--- src/rtl/dram_user_master.sv ---
// Client-side initiator for the DDR2 controller user port: turns line read/write
// requests into write-buffer beats, address-FIFO commands and read-buffer pops.
module dram_user_master #(
  parameter int ADDR_W = 28,
  parameter int DATA_W = 144,
  parameter int BEATS  = 2,
  parameter int MAX_RD = 8
) (
  input  logic                        clk,
  input  logic                        rstn,
  input  logic                        req_valid,
  output logic                        req_ready,
  input  logic                        req_write,
  input  logic [ADDR_W-1:0]           req_addr,
  input  logic                        wd_valid,
  output logic                        wd_ready,
  input  logic [DATA_W-1:0]           wd_data,
  output logic                        wr_done,
  output logic                        rsp_valid,
  input  logic                        rsp_ready,
  output logic [DATA_W-1:0]           rsp_data,
  output logic                        rsp_last,
  output logic [$clog2(MAX_RD+1)-1:0] rd_outstanding,
  output logic [ADDR_W-1:0]           Address,
  output logic                        Read,
  output logic                        WriteAF,
  input  logic                        AFfull,
  output logic [DATA_W-1:0]           WriteData,
  output logic                        WriteWB,
  input  logic                        WBfull,
  input  logic [DATA_W-1:0]           ReadData,
  input  logic                        RBempty,
  output logic                        ReadRB,
  output logic [1:0]                  dbg_state
);

  localparam int BW = (BEATS > 1) ? $clog2(BEATS) : 1;
  localparam int CW = $clog2(MAX_RD + 1);

  localparam logic [1:0] S_IDLE  = 2'd0;
  localparam logic [1:0] S_WDATA = 2'd1;
  localparam logic [1:0] S_WCMD  = 2'd2;
  localparam logic [1:0] S_RCMD  = 2'd3;

  logic [1:0]        state_q, state_d;
  logic [ADDR_W-1:0] addr_q, addr_d;
  logic [BW-1:0]     beat_q, beat_d;
  logic [BW-1:0]     rbeat_q, rbeat_d;
  logic [CW-1:0]     rd_cnt_q, rd_cnt_d;
  logic              rd_inc, rd_dec;

  // All handshakes are valid/ready: a transfer happens in a cycle where both are
  // high; the ready side never waits on its own valid, so the paths stay loop-free.
  always_comb begin
    state_d   = state_q;
    addr_d    = addr_q;
    beat_d    = beat_q;
    req_ready = 1'b0;
    wd_ready  = 1'b0;
    WriteWB   = 1'b0;
    WriteAF   = 1'b0;
    Read      = 1'b0;
    wr_done   = 1'b0;
    rd_inc    = 1'b0;
    case (state_q)
      S_IDLE: begin
        req_ready = rstn;
        if (req_valid && rstn) begin
          addr_d  = req_addr;
          beat_d  = '0;
          state_d = req_write ? S_WDATA : S_RCMD;
        end
      end
      S_WDATA: begin
        wd_ready = !WBfull;
        if (wd_valid && !WBfull) begin
          WriteWB = 1'b1;
          if (beat_q == BW'(BEATS - 1)) begin
            beat_d  = '0;
            state_d = S_WCMD;
          end else begin
            beat_d = beat_q + 1'b1;
          end
        end
      end
      S_WCMD: begin
        if (!AFfull) begin
          WriteAF = 1'b1;
          wr_done = 1'b1;
          state_d = S_IDLE;
        end
      end
      default: begin
        if (!AFfull && (rd_cnt_q < CW'(MAX_RD))) begin
          WriteAF = 1'b1;
          Read    = 1'b1;
          rd_inc  = 1'b1;
          state_d = S_IDLE;
        end
      end
    endcase
  end

  // Return path runs independently of the request FSM; gated so nothing pops in reset.
  always_comb begin
    rsp_valid = rstn && !RBempty;
    ReadRB    = rsp_valid && rsp_ready;
    rsp_last  = rsp_valid && (rbeat_q == BW'(BEATS - 1));
    rd_dec    = ReadRB && rsp_last;
    rbeat_d   = rbeat_q;
    if (ReadRB) begin
      rbeat_d = rsp_last ? '0 : rbeat_q + 1'b1;
    end
    rd_cnt_d = rd_cnt_q + CW'(rd_inc) - CW'(rd_dec);
  end

  always_ff @(posedge clk or negedge rstn) begin
    if (!rstn) begin
      state_q  <= S_IDLE;
      addr_q   <= '0;
      beat_q   <= '0;
      rbeat_q  <= '0;
      rd_cnt_q <= '0;
    end else begin
      state_q  <= state_d;
      addr_q   <= addr_d;
      beat_q   <= beat_d;
      rbeat_q  <= rbeat_d;
      rd_cnt_q <= rd_cnt_d;
    end
  end

  assign Address        = addr_q;
  assign WriteData      = wd_data;
  assign rsp_data       = ReadData;
  assign rd_outstanding = rd_cnt_q;
  assign dbg_state      = state_q;

  // Popping read data with nothing in flight means the controller and this block disagree.
  a_no_orphan_pop: assert property (@(posedge clk) disable iff (!rstn)
    !(ReadRB && (rd_cnt_q == '0)));

endmodule

--- config.mk ---
export PLATFORM = sky130hd
export DESIGN_NAME = dram_user_master
export DESIGN_NICKNAME = d
export VERILOG_FILES = /design/src/rtl/dram_user_master.sv
export SDC_FILE = /design/constraint.sdc
export NUM_CORES = 1
export LEC_CHECK = 0
export BUFFER_PORTS_ARGS = -buffer_cell sky130_fd_sc_hd__buf_2
export CAP_MARGIN = 20
export CELL_PAD_IN_SITES_DETAIL_PLACEMENT = 1
export CELL_PAD_IN_SITES_GLOBAL_PLACEMENT = 1
export CORE_AREA = 2 2 256 258
export CTS_BUF_LIST = sky130_fd_sc_hd__clkbuf_4 sky130_fd_sc_hd__clkbuf_8
export DETAILED_ROUTE_END_ITERATION = 10
export DIE_AREA = 0 0 258 260
export PLACE_DENSITY_LB_ADDON = 0.1
export SYNTH_ARGS = -nofsm -noshare
export SYNTH_HDL_FRONTEND = slang
export SYNTH_SLANG_ARGS = --single-unit
--- constraint.sdc ---
create_clock -name clk -period 6.4 [get_ports clk]
set_input_delay 1.28 -clock clk [delete_from_list [all_inputs] [get_ports clk]]
set_output_delay 1.28 -clock clk [all_outputs]
set_load 0.01 [all_outputs]
[Word level (Yosys, flattened, before mapping)]
Cells that the tools add are included.
W data, S select, Z words.
Word-level totals
  bits in registers: 36
  output and inout bits: 331
  logic and storage cells: 55
Cells by class
  add/subtract/negate cells: 4
  $lt $le $gt $ge: 1
  eq/ne operators: 6
  mux-type cells: 21
  reduce and logical (&&, ||, !) cells: 18
Operator list (count)
  $mux W1: 12
  $mux W2: 6
  $ne A2 B2 Y1 const B: 4
  $logic_and A1 B1 Y1: 7
  $pmux W2 S3: 1
  $reduce_and A5 Y1: 1
  $add A4 B1 Y4: 1
  $lt A4 B4 Y1 const B: 1
  $pmux W1 S2: 2
  $reduce_bool A4 Y1: 1
  $sub A4 B1 Y4: 1
  $logic_not A1 Y1: 3
  $reduce_and A3 Y1: 1
  $reduce_or A3 Y1: 1
  $add A1 B1 Y1 const B: 2
  $eq A2 B1 Y1 const B: 1
  $eq A2 B2 Y1 const B: 1
  $logic_not A2 Y1: 1
  $reduce_and A2 Y1: 1
  $reduce_bool A2 Y1: 1
  $reduce_or A2 Y1: 1

[Logic depth before layout (Yosys ltp)]
Gate-level depths: netlist (run 1).
  depth after elaboration: 6
  mapped depth: 8
  gate-level depth less buffers: 8

[Least setup slack after synthesis (run 1)]
OpenSTA, ideal clock, no wires.
  path kind: input-to-output
  start: input port AFfull
  end: output port Read
  arrival: 2018 ps
  data required time: 5120 ps
  setup slack: 3102 ps
  stages on the path: 3
  buffers on the path: 0
  cells stage by stage: nand2b_1 -> or3b_2 -> inv_1
Between the ends
  longest elaborated chain between the ends: 4
RTL lines
  from (decl): line 27  | input logic AFfull,
  $logic_not A1 Y1: line 94  | if (!AFfull && (rd_cnt_q < CW'(MAX_RD))) begin
  $logic_and A1 B1 Y1: line 94
  $mux W1: line 94
  $mux W1: line 65  | case (state_q)
  to (decl): line 25  | output logic Read,
Every way passes these cells.

[Final worst setup path (run 1)]
  start: input port rstn
  end: output port ReadRB
Between the ends
  longest elaborated chain between the ends: 2
RTL lines
  from (decl): line 10  | input logic rstn,
  $logic_and A1 B1 Y1: line 106  | rsp_valid = rstn && !RBempty;
  $logic_and A1 B1 Y1: line 107  | ReadRB = rsp_valid && rsp_ready;
  to (decl): line 33  | output logic ReadRB,
Every way passes these cells.

==> impl_metrics.json, run 1 <==
{
  "fp.dieArea_um2": 67100,
  "initial_core_util_pct": 5.82,
  "antenna_found_initial": 1,
  "wl_per_cell_um": 10.7,
  "final_area_um2": 3090,
  "outcome": "finished clean",
  "period_minus_slack_ns": 3.70,
  "hp-class": "reg -> reg",
  "ys_types": 26,
  "clock.fmax_mhz": 270,
  "grt_max_degree": 24,
  "start_kind": "input pin",
  "cpPeakStageDelay_ns": 0.49,
  "yosys.area.top_type": "buf_4",
  "reg2regPathDepth": 8,
  "layout_commonest_cell": "buf_2",
  "hold_viol_final": 0,
  "slew-limit-headroom_pct": 58.3,
  "final_cell_mix": "79 x buf_2, 36 x dfrtp_1, 28 x mux2_2",
  "placed_area_um2": 3000,
  "crit_chain": "buf_2, nor2b_1, and2_1, buf_2",
  "boundaryPins": 656,
  "core_um2": 64100,
  "ys_seq_area_share_pct": 24.1,
  "rrSetupSlack_ns": 3.91,
  "drive_above_1_share_pct": 62.2,
  "cp_top_family": "buffers and inverters",
  "worst_pin_slew_ns": 0.625,
  "first_pass_iters": 4,
  "cp_common_cell": "buf_2",
  "setup_viol": 0,
  "leakagePower_nw": 1.07,
  "num_vias": 1599,
  "crit_end": "ReadRB",
  "dp_hpwl_um": 8970,
  "antenna-diode-count": 0,
  "fin_tns_setup_ns": 0,
  "irDropWorstVdd_mv": 0.0675,
  "die_w_um": 258,
  "gp_congestion": 0.589,
  "syn-cell-area_um2": 3730,
  "cts.path.max_buffers": 2,
  "cts.sinks": 36,
  "htree_levels": 2,
  "slowest_stage": "buf_2",
  "rsz0062_at_grt": "false",
  "crit_path_end_kind": "output pin",
  "first_iter_violations": 26,
  "tritoncts": "yes",
  "syn_avg_cell_area_um2": 9.42,
  "cts_hold_buf": 0,
  "path_class": "in -> out",
  "clockRootBuffer": "clkbuf_8",
  "ys_ff_latch": 36,
  "syn_nets": 726,
  "postRouteAntennaNets": 0,
  "slew_violations": 0,
  "power.density_nw_per_um2": 354,
  "overflow": 0,
  "path_depth": 4,
  "area_growth_pct": -17.2,
  "syn_inst": 396,
  "track_usage_pct": 3.35,
  "fin_crit_sh_pct": 57.8,
  "finish.net_count": 522,
  "core.rowCount": 93,
  "io_buffers": 79,
  "first_global_vias": 1966,
  "post-route-drc-count": 0,
  "crit_start": "rstn",
  "crit_buf_inv": 2,
  "regToRegEndpoint": "rd_outstanding[2]",
  "cts_made_buffers": 5,
  "grt_pass1_wl_um": 15200,
  "viasPerCell": 1.53,
  "crit_arrival_ns": 2.42,
  "cts_setup_buffers": 0,
  "rr_startpoint": "dbg_state[1]",
  "synth_top_area_share_pct": 57.9,
  "insertion_delay_ns": 0.34,
  "drv_cap": 0,
  "worstPathMaxFanout": 22,
  "die_h_um": 260,
  "cts.clk_slew.worst_paths_ns": 0.09,
  "required_ns": 5.12,
  "finalClockSkew_ns": 0.00385,
  "synth_area_leaders": "buf_4 58%, dfrtp_1 24%, mux2_2 8.5%",
  "ys_warn_count": 0,
  "routed_wl_um": 11200,
  "cts_resized": 0,
  "nFillCells": 7586
}
[per-stage QoR]
step	util (%)	cells	power, mW	setup slack (ns)	hold slack, ns
6_report	4.82	1048	1.09	2.70	0.503
5_1_grt	4.82	1048	1.21	2.48	0.539
3_5_place_dp	4.67	1040	0.925	2.58	0.490
3_3_place_gp	4.67	1040	0.927	2.61	0.495
2_1_floorplan	-	396	0.858	3.10	0.447
4_1_cts	4.82	1048	1.16	2.57	0.521
[flip-flops by register name (all words and copies together) (netlist names)]
| name | flops |
|---|---|
| dbg_state | 2 |
| Address | 28 |
| rd_outstanding | 4 |
| beat_q | 1 |
| rbeat_q | 1 |
[worst min path at each step]
| stage | startpoint | end | slack [ns] | depth (start not counted) |
|---|---|---|---|---|
| after floorplan | rbeat_q | rbeat_q | 0.45 | 1 |
| after global placement | Address[26] | Address[26] | 0.49 | 1 |
| after detailed placement | Address[26] | Address[26] | 0.49 | 1 |
| after CTS | rbeat_q | rbeat_q | 0.52 | 1 |
| after global routing | rbeat_q | rbeat_q | 0.54 | 1 |
| final | rbeat_q | rbeat_q | 0.50 | 1 |
[synth_stat cells]
cell type  instances
a21o_1             1
a21oi_1            3
and2_1             2
and3_1             1
and4bb_2           2
buf_4            288
buf_6              1
clkbuf_8           3
dfrtp_1           36
fa_1               1
ha_1               4
inv_1              8
mux2_2            28
nand2b_1           1
nand3b_1           1
nand4b_1           1
nand4bb_1          1
nor2_1             2
nor2b_1            1
nor3b_1            2
nor4bb_1           1
o21ai_0            2
o21bai_1           1
or3b_2             1
xnor2_1            3
xor2_1             1
[layer usage]
layer	track usage [%]	up-vias	routed length, µm
met4	3.77	4	1090
met5	0.427	-	41
met2	4.54	221	4640
met3	2.38	108	1640
met1	3.08	726	3770
li1	-	540	-
[cell families after synthesis]
| group | synth area share, % |
|---|---|
| AO/OA/AOI/OAI | 1.07 |
| XOR/XNOR | 0.939 |
| adder cells (fa/ha/maj) | 1.88 |
| buffers and inverters | 60.2 |
| flip-flops | 24.1 |
| multiplexers | 8.45 |
| AND/OR/NAND/NOR | 3.35 |
[layout make-up]
cell class	count	area, µm²	area share, %
clock buffers	6	82.6	2.67
clock inverters	2	10.0	0.324
inverters	8	30.0	0.972
multi-input cells	60	586	19.0
flip-flops and latches	36	901	29.2
well taps	855	1070	34.6
repair buffers	81	410	13.3
[report_power, final]
group          internal (mW)  total, mW  switching [mW]
Combinational          0.219      0.447           0.229
Clock                 0.0865      0.202           0.116
Sequential             0.345      0.444          0.0989
Note: power is estimated with default switching activity, not from simulation.
==> inputs of run 2 (changes only) <==
- clock period: 6.4 -> 3.8 ns (I/O delays scaled with it)
==> run 2 against run 1 <==
- non-clock buffer count is the same
- clock power grew 100%
- global-route usage fell by 0.075 points
- sequential cell count unchanged
- critical endpoint is now req_ready
- largest cell class unchanged
==> impl_metrics.json, run 2 (same netlist as run 1, synthesis figures left out) <==
{
  "min_from": "rbeat_q",
  "postRouteAntennaNets": 0,
  "nFillCells": 7599,
  "clockRootBuffer": "clkbuf_8",
  "rr_startpoint": "dbg_state[1]",
  "area_growth_pct": -16.4,
  "outcome": "finished clean",
  "internal_power_mw": 1.15,
  "finish.net_count": 522,
  "hold_depth": 1,
  "p_clk_share_pct": 21.9,
  "final_core_util_pct": 4.87,
  "hold_path_end": "rbeat_q",
  "power.density_nw_per_um2": 606,
  "cts_hold_buf": 0,
  "reg2regPathDepth": 8,
  "tritoncts": "yes",
  "gp_congestion": 0.578,
  "boundaryPins": 656,
  "io_buffers": 79,
  "irDropWorstVdd_mv": 0.146,
  "routed_wl_um": 10800,
  "period_minus_slack_ns": 2.70,
  "drive_above_1_share_pct": 62.2,
  "finalClockSkew_ns": 0.00839,
  "dp_cells": 1040,
  "viasPerCell": 1.52,
  "slew-limit-headroom_pct": 57.1,
  "required_ns": 3.04,
  "first_pass_iters": 4,
  "post-route-drc-count": 0,
  "num_vias": 1593,
  "antenna_found_initial": 3,
  "worst_pin_slew_ns": 0.644,
  "antenna-diode-count": 0,
  "initial_core_util_pct": 5.82,
  "fp.dieArea_um2": 67100,
  "start_kind": "input pin",
  "cts_resized": 0,
  "final_cells": 1048,
  "power_frac_seq_pct": 39.1,
  "core.rowCount": 93,
  "leakagePower_nw": 1.08,
  "slew_violations": 0,
  "die_h_um": 260,
  "hp-class": "reg -> reg",
  "cts.sinks": 36,
  "first_iter_violations": 26,
  "path_class": "in -> out",
  "clock.fmax_mhz": 370,
  "overflow": 0,
  "layout_commonest_cell": "buf_2",
  "track_usage_pct": 3.27,
  "switchingPower_mw": 0.742,
  "rsz0062_at_grt": "false",
  "cts_setup_buffers": 0,
  "insertion_delay_ns": 0.35,
  "crit_arrival_ns": 1.94,
  "cts_made_buffers": 5,
  "dp_hpwl_um": 8490,
  "setup_viol": 0,
  "htree_levels": 2,
  "totalPowerFinal_mw": 1.89,
  "cts.path.max_buffers": 2,
  "die_w_um": 258,
  "grt_max_degree": 39,
  "largest_reg_flops": 28,
  "fin_tns_setup_ns": 0,
  "grt_pass1_wl_um": 14700,
  "regToRegEndpoint": "rd_outstanding[2]",
  "worstPathMaxFanout": 38,
  "final_cell_mix": "79 x buf_2, 36 x dfrtp_1, 28 x mux2_2",
  "drv_cap": 0,
  "cts.clk_slew.worst_paths_ns": 0.10,
  "hold_ws_ns": 0.501,
  "fin_crit_sh_pct": 71.1,
  "core_um2": 64100,
  "switching_share_pct": 39.3,
  "crit_path_end_kind": "output pin",
  "hold_viol_final": 0,
  "first_global_vias": 1914,
  "wl_per_cell_um": 10.3,
  "rrSetupSlack_ns": 1.29,
  "pwr-share-comb_pct": 39.1
}
-- run 2: cell count changes in the layout (fill, tap and decap cells not counted), sizes merged --
cell / before / now
clkinvlp: 0 / 1
clkbuf: 6 / 5
bufinv: 0 / 1
clkinv: 2 / 1
-- run 2: per-layer routing --
layer / share of wire [%] / track usage (%)
met1: 33 / 2.94
met2: 40 / 4.18
met3: 16 / 2.57
met4: 10 / 4.01
met5: 0.43 / 0.427
-- run 2: area by class of cell --
class / count / area [µm²] / area share [%]
tap: 855 / 1070 / 34.3
sequential: 36 / 901 / 28.9
inverter: 8 / 30.0 / 0.962
timing repair buffer: 81 / 423 / 13.6
multi-input combinational: 60 / 586 / 18.8
clock inverter: 3 / 42.5 / 1.36
clock buffer: 5 / 68.8 / 2.21
-- run 2: power by group through the flow --
stage | logic (mW) | clock network (mW) | registers [mW]
6_report | 0.738 | 0.413 | 0.738
5_1_grt | 0.828 | 0.479 | 0.783
4_1_cts | 0.773 | 0.475 | 0.756
3_5_place_dp | 0.774 | 0 | 0.758
3_3_place_gp | 0.781 | 0 | 0.769
2_1_floorplan | 0.659 | 0 | 0.786
-- run 2: how the worst max path moves through the flow --
stage                     startpoint           endpoint  slack [ns]  cells past startpoint
final                           rstn          req_ready        1.10                      4
after detailed placement        rstn          req_ready        0.97                      4
after global placement        AFfull  rd_outstanding[2]        1.01                      9
after floorplan               AFfull  rd_outstanding[2]        1.26                      8
after global routing            rstn          req_ready        0.88                      4
after CTS                       rstn          req_ready        0.95                      4
-- run 2: metrics by stage --
| stage | area [µm²] | worst slack (ns) |
|---|---|---|
| CTS | 3120 | 0.950 |
| global placement | 3010 | 1.01 |
| global route | 3120 | 0.881 |
| finish | 3120 | 1.10 |
| detailed placement | 3010 | 0.965 |
| floorplan | 3730 | 1.26 |
-- run 2: worst max-delay path, cell delays in order --
cell	delay, ns
buf_2	0.16
buf_4	0.55
nor3b_1	0.29
buf_2	0.17
==> inputs of run 3 (changes only) <==
- ABC_AREA: not set -> 1
- CORE_AREA: 2 2 256 258 -> 2 2 254 256
- DIE_AREA: 0 0 258 260 -> 0 0 256 258
- clock period: 3.8 -> 2.75 ns (I/O delays scaled with it)
==> run 3 against run 2 <==
- critical path depth rose by 5
- combinational power rose by 52%
- area after synthesis rose by 4.8%
- synthesized cell count rose by 23%
- critical endpoint is now rd_outstanding[2]
- highest routed layer unchanged
==> impl_metrics.json, run 3 <==
{
  "hold_viol_final": 0,
  "yosysMostFrequentCell": "buf_4",
  "fin_crit_sh_pct": 81.7,
  "crit_path_end_kind": "register",
  "start_kind": "register",
  "totalPowerFinal_mw": 2.61,
  "slew-limit-headroom_pct": 57.6,
  "worstPathMaxFanout": 9,
  "first_global_vias": 2428,
  "async_flop_share_pct": 100,
  "largest_reg_flops": 28,
  "clock.fmax_mhz": 445,
  "synth_edf_count": 0,
  "viasPerCell": 1.83,
  "postRouteAntennaNets": 0,
  "ys_ff_latch": 36,
  "crit_arrival_ns": 2.49,
  "path_class": "reg -> reg",
  "track_usage_pct": 4.64,
  "dp_cells": 1130,
  "switching_share_pct": 44.8,
  "required_ns": 2.99,
  "cts_setup_buffers": 0,
  "grt_pass1_wl_um": 20500,
  "finalClockSkew_ns": 0.0164,
  "power.density_nw_per_um2": 791,
  "wl_per_cell_um": 13.7,
  "cts.path.max_buffers": 2,
  "cts_resized": 0,
  "yosys-top-cells-count": "289 x buf_4, 75 x nand2_1, 36 x dfrtp_1, 21 x nand3_1, 20 x inv_1",
  "drive_above_1_share_pct": 38.9,
  "internal_power_mw": 1.44,
  "synthFlopType": "dfrtp_1",
  "syn_inst": 487,
  "syn_avg_cell_area_um2": 8.03,
  "synth_top_area_share_pct": 55.5,
  "die_h_um": 258,
  "leakagePower_nw": 1.37,
  "final_cells": 1138,
  "yosys.area.top_type": "buf_4",
  "io_buffers": 79,
  "dp_hpwl_um": 12200,
  "period_minus_slack_ns": 2.25,
  "htree_levels": 2,
  "die_w_um": 256,
  "antenna_found_initial": 2,
  "core_um2": 63600,
  "pwr-share-comb_pct": 43.1,
  "post-route-drc-count": 0,
  "insertion_delay_ns": 0.36,
  "first_iter_violations": 92,
  "p_clk_share_pct": 19.7,
  "grt_max_degree": 37,
  "initial_core_util_pct": 6.14,
  "hp-class": "in -> reg",
  "syn_nets": 817,
  "core.rowCount": 93,
  "area_growth_pct": -15.6,
  "fp.dieArea_um2": 66000,
  "final_cell_mix": "79 x buf_2, 75 x nand2_1, 36 x dfrtp_1",
  "cts_hold_buf": 0,
  "ys_seq_area_share_pct": 23.0,
  "power_frac_seq_pct": 37.2,
  "cts.sinks": 36,
  "boundaryPins": 656,
  "synth_area_leaders": "buf_4 55%, dfrtp_1 23%, nand2_1 7.2%",
  "num_vias": 2087,
  "final_area_um2": 3300,
  "first_pass_iters": 4,
  "switchingPower_mw": 1.17,
  "overflow": 0,
  "slew_violations": 0,
  "tritoncts": "yes",
  "routed_wl_um": 15600,
  "outcome": "finished clean",
  "syn-cell-area_um2": 3910,
  "placed_area_um2": 3200,
  "finish.net_count": 612,
  "layout_commonest_cell": "buf_2",
  "irDropWorstVdd_mv": 0.151,
  "ys_warn_count": 0,
  "rsz0062_at_grt": "false",
  "ys_types": 25,
  "hold_ws_ns": 0.413,
  "cts_made_buffers": 5,
  "cts.clk_slew.worst_paths_ns": 0.11,
  "drv_cap": 0,
  "gp_congestion": 0.624,
  "setup_viol": 0,
  "antenna-diode-count": 0,
  "fin_tns_setup_ns": 0,
  "clockRootBuffer": "clkbuf_8",
  "worst_pin_slew_ns": 0.636
}
-- run 3: cell types whose count changed in the layout (fill, tap and decap cells not counted), sizes merged, moves of 4 or more --
cell,delta
nand2,+77
buf,+5
nand3,+31
nor2,+4
mux2,-28
inv,+13
-- run 3: power groups by stage --
stage / Clock, mW / Sequential (mW) / Combinational (mW)
6_report: 0.514 / 0.972 / 1.12
5_1_grt: 0.595 / 1.02 / 1.29
4_1_cts: 0.585 / 0.987 / 1.18
3_5_place_dp: 0 / 0.996 / 1.18
3_3_place_gp: 0 / 0.998 / 1.17
2_1_floorplan: 0 / 1.05 / 0.962
-- run 3: layer usage --
metal	vias to the layer above	part of all wire [%]	GRT usage (%)
met2	316	40	6.00
met3	125	17	4.03
met1	863	33	4.34
met4	8	8.2	4.37
met5	-	0.73	0.997
li1	775	-	-
-- run 3: cell families (layout without fill, tap and decap cells) --
kind of cell	after synthesis	count (layout)	synth area share, %
buffers and inverters	319	115	59.2
XOR/XNOR	3	3	0.672
adder cells (fa/ha/maj)	5	5	1.79
AO/OA/AOI/OAI	5	5	0.768
flip-flops	36	36	23.0
AND/OR/NAND/NOR	119	119	14.5
-- run 3: per-stage QoR --
stage	util (%)	worst slack (ns)
2_1_floorplan	-	0.598
3_3_place_gp	5.03	0.258
3_5_place_dp	5.03	0.251
4_1_cts	5.19	0.386
5_1_grt	5.19	0.236
6_report	5.19	0.504
-- run 3: worst max-delay path, stage by stage, from the launching register on --
cell	delay, ns
dfrtp_1	0.62
nand2_1	0.13
nor2_1	0.22
inv_1	0.09
ha_1	0.29
inv_1	0.05
ha_1	0.16
inv_1	0.06
fa_1	0.37
xnor2_1	0.13
-- run 3: worst paths after layout --
| kind | depth (start not counted) | slack [ns] | start | endpoint |
|---|---|---|---|---|
| setup / recovery | 9 | 0.50 | dbg_state[1] | rd_outstanding[2] |
| min in group asynchronous | 3 | 0.51 | rstn | Address[5] |
| hold reg to reg | 2 | 0.47 | Address[26] | Address[26] |
| setup reg to reg | 9 | 0.50 | dbg_state[1] | rd_outstanding[2] |
| max in group asynchronous | 3 | 1.80 | rstn | Address[24] |
| hold / removal | 3 | 0.41 | req_addr[13] | Address[13] |
-- run 3: final cells by class --
cell class	count	area, µm²
clock buffer	8	97.6
fill	7647	60300
inverter	21	78.8
multi-input combinational	132	693
sequential	36	901
tap	855	1070
timing repair buffer	86	460
